### config.mk
export PLATFORM = sky130hd
export DESIGN_NAME = csr_ddr3_cmdreq
export DESIGN_NICKNAME = d
export VERILOG_FILES = /design/src/rtl/csr_ddr3_pkg.sv /design/src/rtl/csr_ddr3_cmdreq.sv
export SDC_FILE = /design/constraint.sdc
export NUM_CORES = 1
export LEC_CHECK = 0
export CAP_MARGIN = 20
export CORE_ASPECT_RATIO = 1.75
export CORE_MARGIN = 4
export CORE_UTILIZATION = 41
export CTS_CLUSTER_SIZE = 25
export DETAILED_ROUTE_END_ITERATION = 16
export PLACE_DENSITY = 0.73
export SYNTH_ARGS = -nofsm -noshare
export SYNTH_HDL_FRONTEND = slang
export SYNTH_SLANG_ARGS = --single-unit
### constraint.sdc
create_clock -name sys_clk -period 1.9 [get_ports sys_clk]
set_input_delay 0.38 -clock sys_clk [delete_from_list [all_inputs] [get_ports sys_clk]]
set_output_delay 0.38 -clock sys_clk [all_outputs]
set_load 0.02 [all_outputs]
### src/rtl/csr_ddr3_pkg.sv
// Shared definitions for the DDR3 CSR command requester.
// Register map, status bit layout and FSM state encoding.
package csr_ddr3_pkg;

  localparam logic [1:0] REG_CMD    = 2'd0;
  localparam logic [1:0] REG_STATUS = 2'd1;
  localparam logic [1:0] REG_TIMER  = 2'd2;

  localparam int ST_BUSY  = 0;
  localparam int ST_DONE  = 1;
  localparam int ST_TOUT  = 2;
  localparam int ST_OVR   = 3;
  localparam int ST_STRAY = 4;

  typedef enum logic [1:0] {
    IDLE  = 2'd0,
    ISSUE = 2'd1,
    WAIT  = 2'd2,
    HOLD  = 2'd3
  } state_t;

endpackage

### src/rtl/csr_ddr3_cmdreq.sv
// CSR-side command requester toward the DDR3 domain.
// Issues spaced request pulses, waits for ack, tracks sticky status.
module csr_ddr3_cmdreq
  import csr_ddr3_pkg::*;
#(
  parameter logic [3:0] CSR_ADDR = 4'h0,
  parameter int         TIMEOUT  = 1024,
  parameter int         GAP      = 4
) (
  input  logic        sys_clk,
  input  logic        sys_rst,
  input  logic [13:0] csr_a,
  input  logic        csr_we,
  input  logic [31:0] csr_di,
  output logic [31:0] csr_do,
  output logic        cmd_pulse,
  output logic [15:0] cmd_word,
  input  logic        ack_pulse,
  output logic        irq
);

  localparam int GW = $clog2(GAP);
  localparam logic [15:0]   T_LAST = 16'(TIMEOUT - 1);
  localparam logic [GW-1:0] G_LAST = GW'(GAP - 1);

  state_t        state;
  logic [15:0]   timer;
  logic [GW-1:0] gap;
  logic          done;
  logic          tout;
  logic          ovr;
  logic          stray;

  logic          sel;
  logic [1:0]    idx;
  logic          wr_cmd;
  logic          wr_st;
  logic          start;
  logic          ev_done;
  logic          ev_tout;
  logic          ev_ovr;
  logic          ev_stray;
  logic [3:0]    clr;
  logic          busy;
  logic [4:0]    st;
  logic          unused;

  assign sel    = (csr_a[13:10] == CSR_ADDR);
  assign idx    = csr_a[1:0];
  assign wr_cmd = csr_we && sel && (idx == REG_CMD);
  assign wr_st  = csr_we && sel && (idx == REG_STATUS);
  assign busy   = (state != IDLE);

  assign start    = wr_cmd && (state == IDLE);
  assign ev_ovr   = wr_cmd && (state != IDLE);
  assign ev_done  = (state == WAIT) && ack_pulse;
  assign ev_tout  = (state == WAIT) && !ack_pulse
                 && (timer == T_LAST);
  assign ev_stray = ack_pulse && (state != WAIT);
  assign clr      = wr_st ? csr_di[4:1] : 4'b0;

  assign irq    = done | tout;
  assign unused = ^{csr_a[9:2], csr_di[31:16]};

  // Request sequencer: latch, single pulse, wait, spacing hold.
  always_ff @(posedge sys_clk or posedge sys_rst) begin
    if (sys_rst) begin
      state     <= IDLE;
      cmd_pulse <= 1'b0;
      cmd_word  <= 16'h0;
      timer     <= 16'h0;
      gap       <= '0;
    end else begin
      cmd_pulse <= 1'b0;
      unique case (state)
        IDLE: begin
          if (start) begin
            cmd_word <= csr_di[15:0];
            state    <= ISSUE;
          end
        end
        ISSUE: begin
          cmd_pulse <= 1'b1;
          timer     <= 16'h0;
          state     <= WAIT;
        end
        WAIT: begin
          if (ev_done || ev_tout) begin
            gap   <= '0;
            state <= HOLD;
          end else begin
            timer <= timer + 16'd1;
          end
        end
        HOLD: begin
          if (gap == G_LAST) begin
            state <= IDLE;
          end else begin
            gap <= gap + GW'(1);
          end
        end
        default: state <= IDLE;
      endcase
    end
  end

  // Sticky status: events set, W1C clears, set wins on collision.
  always_ff @(posedge sys_clk or posedge sys_rst) begin
    if (sys_rst) begin
      done  <= 1'b0;
      tout  <= 1'b0;
      ovr   <= 1'b0;
      stray <= 1'b0;
    end else begin
      done  <= ev_done  | (done  & ~clr[0] & ~start);
      tout  <= ev_tout  | (tout  & ~clr[1] & ~start);
      ovr   <= ev_ovr   | (ovr   & ~clr[2]);
      stray <= ev_stray | (stray & ~clr[3]);
    end
  end

  // Assemble the STATUS register image.
  always_comb begin
    st           = '0;
    st[ST_BUSY]  = busy;
    st[ST_DONE]  = done;
    st[ST_TOUT]  = tout;
    st[ST_OVR]   = ovr;
    st[ST_STRAY] = stray;
  end

  // Registered read port, zero when the bank is not addressed.
  always_ff @(posedge sys_clk or posedge sys_rst) begin
    if (sys_rst) begin
      csr_do <= 32'h0;
    end else if (!sel) begin
      csr_do <= 32'h0;
    end else begin
      case (idx)
        REG_CMD:    csr_do <= {16'h0, cmd_word};
        REG_STATUS: csr_do <= {27'h0, st};
        REG_TIMER:  csr_do <= {16'h0, timer};
        default:    csr_do <= 32'h0;
      endcase
    end
  end

endmodule

* After elaboration in Yosys (flattened, before gate mapping)
Cells that the tools add are included.
** Storage, ports and cells
- Bits of input ports :: 50
- Register bits :: 73
** Cells by class
- Bitwise gates (word level) :: 16
- Add/sub/neg operators :: 2
- Mux-type cells :: 13
- Equal/unequal tests :: 13
- Reductions and logical operators :: 21
** Operator list (count)
- $pmux W16 S3 :: 1
- $mux W16 :: 2
- $pmux W16 S2 :: 1
- $add A16 B1 Y16 const B :: 1
- $eq A16 B10 Y1 const B :: 1
- $mux W2 :: 5
- $ne A2 B2 Y1 const B :: 5
- $logic_and A1 B1 Y1 :: 9
- $eq A2 B2 Y1 const B :: 4
- $pmux W2 S4 :: 1
- $and A1 B1 Y1 :: 6
- $reduce_and A3 Y1 :: 2
- $reduce_bool A2 Y1 :: 3
- $not A1 Y1 :: 5
- $or A1 B1 Y1 :: 5
- $eq A2 B1 Y1 const B :: 2
- $logic_not A2 Y1 :: 2
- $logic_not A4 Y1 :: 1
- $mux W4 :: 1
- $pmux W2 S2 :: 1
- $reduce_and A2 Y1 :: 2
- $add A2 B1 Y2 const B :: 1
- $ne A2 B1 Y1 const B :: 1
- $logic_not A1 Y1 :: 1
- 2 further kinds :: 2

* Logic depth before layout (Yosys ltp)
Gate-level depths: netlist of the first run.
- Word-level depth :: 8
- Gate-level depth with buffers :: 7
- Gate-level depth less buffers :: 6

* Worst setup path after synthesis of the first run
Ideal clock, no wire load.
- Path type :: input-to-reg
- Start point :: in csr_a[11]
- End point :: reg cmd_word[0]
- Buffers on the path :: 3
- Stages :: 7
- Arrival :: 1.823 ns
- Setup time :: 0.125 ns
- Slack :: -0.048 ns
- Cell sequence :: or4_4 buf_6 nor2_4 and3_1 buf_6 buf_12 mux2_4
** On the way
- Cells in the longest elaborated chain, start to end :: 5
** RTL lines
- start, declared :: RTL line csr_ddr3_cmdreq.sv:12 : input logic [13:0] csr_a,
- $logic_not A4 Y1 :: RTL line csr_ddr3_cmdreq.sv:48 : assign sel = (csr_a[13:10] == CSR_ADDR);
- $logic_and A1 B1 Y1 (2 in a row) :: RTL line csr_ddr3_cmdreq.sv:50 : assign wr_cmd = csr_we && sel && (idx == REG_CMD);
- $logic_and A1 B1 Y1 :: RTL line csr_ddr3_cmdreq.sv:54 : assign start = wr_cmd && (state == IDLE);
- $reduce_and A2 Y1 (no source line)
- end signal, assigned :: RTL line csr_ddr3_cmdreq.sv:78 : cmd_word <= csr_di[15:0];
- end, declared :: RTL line csr_ddr3_cmdreq.sv:17 : output logic [15:0] cmd_word,
No other way between the ends.
A chain may end at the register's enable or synchronous reset.

* Worst setup path after layout of the first run
- Start point :: reg state[0]
- End point :: reg timer[10]
** On the way
- Cells in the longest elaborated chain, start to end :: 6
** RTL lines
- start, declared :: RTL line csr_ddr3_cmdreq.sv:26 : state_t state;
- start signal, assigned :: RTL line csr_ddr3_cmdreq.sv:68 : state <= IDLE;
- start signal, assigned :: RTL line csr_ddr3_cmdreq.sv:79 : state <= ISSUE;
- start signal, assigned :: RTL line csr_ddr3_cmdreq.sv:85 : state <= WAIT;
- $eq A2 B2 Y1 :: RTL line csr_ddr3_cmdreq.sv:56, csr_ddr3_cmdreq.sv:57, csr_ddr3_cmdreq.sv:75
- $logic_and A1 B1 Y1 :: RTL line csr_ddr3_cmdreq.sv:57 : assign ev_tout = (state == WAIT) && !ack_pulse
- $logic_and A1 B1 Y1 :: RTL line csr_ddr3_cmdreq.sv:58 : && (timer == T_LAST);
- $logic_or A1 B1 Y1 :: RTL line csr_ddr3_cmdreq.sv:88 : if (ev_done || ev_tout) begin
- $ne A2 B2 Y1 (no source line)
- $reduce_and A2 Y1 (no source line)
- end signal, assigned :: RTL line csr_ddr3_cmdreq.sv:92 : timer <= timer + 16'd1;
- end, declared :: RTL line csr_ddr3_cmdreq.sv:27 : logic [15:0] timer;
Parallel ways exist; a longest one is shown, timed or not.

==> impl_metrics.env, run 1 <==
export IMPL_cts_sinks=57
export IMPL_worstPathCellList="inv_1, ha_4, nand2b_1, or3_4, or4_1, a21oi_1"
export IMPL_netlist_area_leader_share=0.493
export IMPL_synth_edf_count=0
export IMPL_dp_hpwl_mm=4.84
export IMPL_stdcell_area_um2=4060
export IMPL_avg_vias_per_cell=5.12
export IMPL_postSynthAreaPerCell_um2=11.1
export IMPL_slew_violations=0
export IMPL_period_share=0.950
export IMPL_grt_first_pass_wirelength_mm=10.6
export IMPL_synth_cells=260
export IMPL_max_slew_worst_pin_slew_ns=0.563
export IMPL_synth_cell_area_um2=2900
export IMPL_clock_tree_root="sky130_fd_sc_hd__clkbuf_16"
export IMPL_ant_nets=0
export IMPL_num_vias=2208
export IMPL_ir_worst_vdd_mv=0.708
export IMPL_n_antenna_cell=0
export IMPL_yosysTopAreaCell="sky130_fd_sc_hd__dfrtp_1"
export IMPL_final_report_hold_violation_count=0
export IMPL_worst_setup_hold_path_clk_slew_ns=0.05
export IMPL_ys_async_sr_fraction=1.00
export IMPL_path_depth=6
export IMPL_max_cap_viol_count=0
export IMPL_routed_len_inst_um=15.4
export IMPL_slew_headroom=0.625
export IMPL_ys_types=49
export IMPL_worst_r2r_cell_count=6
export IMPL_final_min_clock_period_ns=1.80
export IMPL_cpLargestDelayFamily="simple AND/OR/NAND/NOR gates"
export IMPL_critical_path_reg2reg_startpoint="state[0]"
export IMPL_drcViolationCount=0
export IMPL_cts_buffers=9
export IMPL_number_of_port_buffers=59
export IMPL_ys_seq_elements=57
export IMPL_clock_tree_from_tritoncts="built"
export IMPL_r2r_end="timer[10]"
export IMPL_synth_flop_cell="sky130_fd_sc_hd__dfrtp_1"
export IMPL_power_per_cell_area_nw_per_um2=1060
export IMPL_finalNetCount=399
export IMPL_io_pins=100
export IMPL_worst_clock_skew_ns=0.00525
export IMPL_crit_path_max_incr_delay_ns=0.42
export IMPL_crit_buf_inv=1
export IMPL_cts_htree_levels=3
export IMPL_drt_pre_antenna_iters=4
export IMPL_post_cts_setup_driven_buffer_insertion_count=0
export IMPL_core_um2=6860
export IMPL_grt_start_max_net_pins=33
export IMPL_max_root_sink_buffers=2
export IMPL_clk_insertion_delay_late_ns=0.32
export IMPL_rsz0062_at_grt="no"
export IMPL_floorplan_rows=40
export IMPL_die_area_um2=8520
export IMPL_drt_total_wl_mm=6.65
export IMPL_max_freq_ghz=0.554
export IMPL_p_leak_nw=1.88
export IMPL_worst_min_path_class="input port to asynchronous set/reset pin"
export IMPL_timing_critical_path_from_type="flip-flop"
export IMPL_antenna_found_initial=0
export IMPL_placed_cell_area_um2=3650
export IMPL_worst_setup_path_end_kind="flip-flop"
export IMPL_first_global_vias=2171
export IMPL_initial_drc_count=124
export IMPL_reg2reg_slack_ns=0.1
export IMPL_layout_stage_area_growth_over_the_synthesis_result_pct=40.1
export IMPL_grt_use_total=0.164
export IMPL_start_util=0.422
export IMPL_routability_congestion_estimate=0.856
export IMPL_layout_drive_gt1_share=0.202
export IMPL_die_height_um=119
export IMPL_post_cts_hold_buffer_count=0
export IMPL_setup_violations_final=0
export IMPL_grt_overflow_total=0
export IMPL_die_w_um=71.5
export IMPL_critPathMaxFanout=5
export IMPL_final_util=0.592
export IMPL_cp_arrival_ns=2.06
export IMPL_slowest_stage_cell_on_the_critical_path="sky130_fd_sc_hd__or3_4"
export IMPL_synthTopCellsByArea="sky130_fd_sc_hd__dfrtp_1 (49%), sky130_fd_sc_hd__mux2i_1 (8.0%), sky130_fd_sc_hd__mux2_4 (5.2%), sky130_fd_sc_hd__buf_4 (4.1%), sky130_fd_sc_hd__nor2_1 (3.5%)"
export IMPL_cp_required_ns=2.15
export IMPL_outcome="finished clean"
export IMPL_path_class="flip-flop to flip-flop"
export IMPL_yosys_warnings=0
export IMPL_seq_area_frac_synth=0.493
kinds of logic (layout without fill, tap and decap cells):
| family | Yosys count | after routing | synth area share |
|---|---|---|---|
| fa+ha+maj | 7 | 7 | 0.0302 |
| buf+inv | 37 | 109 | 0.0812 |
| flops | 57 | 57 | 0.493 |
| mux | 40 | 40 | 0.159 |
| simple gates | 83 | 83 | 0.145 |
| other cells | 1 | 16 | 0.00130 |
| xor+xnor | 1 | 1 | 0.00303 |
| compound gates | 34 | 34 | 0.0882 |
worst register-to-register path: stages (launching register included):
cell	delay (ns)
sky130_fd_sc_hd__dfrtp_1	0.37
sky130_fd_sc_hd__inv_1	0.15
sky130_fd_sc_hd__ha_4	0.17
sky130_fd_sc_hd__nand2b_1	0.07
sky130_fd_sc_hd__or3_4	0.42
sky130_fd_sc_hd__or4_1	0.41
sky130_fd_sc_hd__a21oi_1	0.15
through the flow:
| step | TNS [ns] | total power, W | std cells | setup slack (ns) | hold WS (ns) |
|---|---|---|---|---|---|
| 2_1_floorplan | -0.479 | 0.00215 | 275 | -0.0479 | 0.466 |
| 3_3_place_gp | -10.85 | 0.00254 | 414 | -0.403 | 0.491 |
| 3_5_place_dp | -11.28 | 0.00259 | 414 | -0.410 | 0.489 |
| 4_1_cts | -0.00752 | 0.00436 | 430 | -0.00656 | 0.341 |
| 5_1_grt | 0 | 0.00452 | 431 | 0.00158 | 0.384 |
| 6_report | 0 | 0.00431 | 431 | 0.0958 | 0.327 |
cell usage in the layout, fill, tap and decap left out, drive strengths merged, types with 3 or more instances in the layout:
cell type	count
dlygate4sd2	3
o21ai	3
nand4	6
conb	16
o211ai	3
mux2i	23
mux2	17
nor2b	4
o31ai	5
nand2b	4
nand3	9
or4	3
clkbuf	12
inv	8
nand2	18
a21oi	8
buf	25
clkdlybuf4s50	54
nor2	28
dfrtp	57
ha	7
area by class of cell:
cell class	count	area, um^2
multi-input cells	181	1330
flip-flops and latches	57	1430
clock inverters	5	77.6
well taps	84	105
fillers	553	2800
repair buffers	85	837
clock buffers	11	253
inverters	8	30.0
how the worst max path moves through the flow:
stage | from | endpoint
final | state[0] | timer[10]
after global routing | timer[0] | gap[0]
after CTS | csr_a[13] | cmd_word[15]
after detailed placement | csr_a[11] | cmd_word[15]
after global placement | csr_a[11] | cmd_word[12]
after floorplan | csr_a[11] | cmd_word[0]
synth_stat cells (3+ instances only):
library cell / n
sky130_fd_sc_hd__ha_1: 7
sky130_fd_sc_hd__nand4_1: 6
sky130_fd_sc_hd__clkbuf_1: 5
sky130_fd_sc_hd__o31ai_1: 5
sky130_fd_sc_hd__buf_4: 16
sky130_fd_sc_hd__mux2i_1: 23
sky130_fd_sc_hd__nor2b_1: 4
sky130_fd_sc_hd__o211ai_1: 3
sky130_fd_sc_hd__nand2b_1: 4
sky130_fd_sc_hd__nand2_1: 18
sky130_fd_sc_hd__o21ai_0: 3
sky130_fd_sc_hd__mux2_4: 10
sky130_fd_sc_hd__inv_1: 8
sky130_fd_sc_hd__nand3_1: 9
sky130_fd_sc_hd__mux2_2: 3
sky130_fd_sc_hd__nor2_1: 27
sky130_fd_sc_hd__mux2_1: 4
sky130_fd_sc_hd__a21oi_1: 8
sky130_fd_sc_hd__dfrtp_1: 57
per-layer routing:
metal,track usage,part of all wire,vias to the layer above
li1,-,-,1062
met3,0.0439,0.053,16
met1,0.175,0.37,1066
met5,0,0,-
met2,0.282,0.55,64
met4,0.0929,0.035,0
state kept, by name, summed over array words and instances, names as in the netlist:
| register | count |
|---|---|
| cmd_word | 16 |
| csr_do | 16 |
| timer | 16 |
| gap | 2 |
| state | 2 |
| cmd_pulse | 1 |
| done | 1 |
| ovr | 1 |
| stray | 1 |
| tout | 1 |
report_power, final:
part,total (W),internal [W],leakage (nW),switching [W]
clock,0.00175,0.00121,0.162,0.000535
combinational,0.00112,0.000523,0.954,0.000599
sequential,0.00144,0.00134,0.766,0.0000985
total,0.00431,0.00308,1.88,0.00123
what timing repair did:
item | CTS | global route
pin swaps | 2 | 3
endpoints found under the setup margin | 18 | 23
gates resized for setup | 9 | 7
gates cloned | 0 | 1
endpoints found under the hold margin | 0 | 0
No activity file was read; power rests on OpenSTA's default activity.
==> run 2: changes to the inputs <==
--- a/config.mk
+++ b/config.mk
@@ -5,11 +5,10 @@
 export SDC_FILE = /design/constraint.sdc
 export NUM_CORES = 1
 export LEC_CHECK = 0
-export CAP_MARGIN = 20
 export CORE_ASPECT_RATIO = 1.75
 export CORE_MARGIN = 4
 export CORE_UTILIZATION = 41
-export CTS_CLUSTER_SIZE = 25
+export CTS_CLUSTER_SIZE = 28
 export DETAILED_ROUTE_END_ITERATION = 16
 export PLACE_DENSITY = 0.73
 export SYNTH_ARGS = -nofsm -noshare
==> results of run 2 <==
Same layout as run 1: the final DEF is identical, and so are final timing and power.
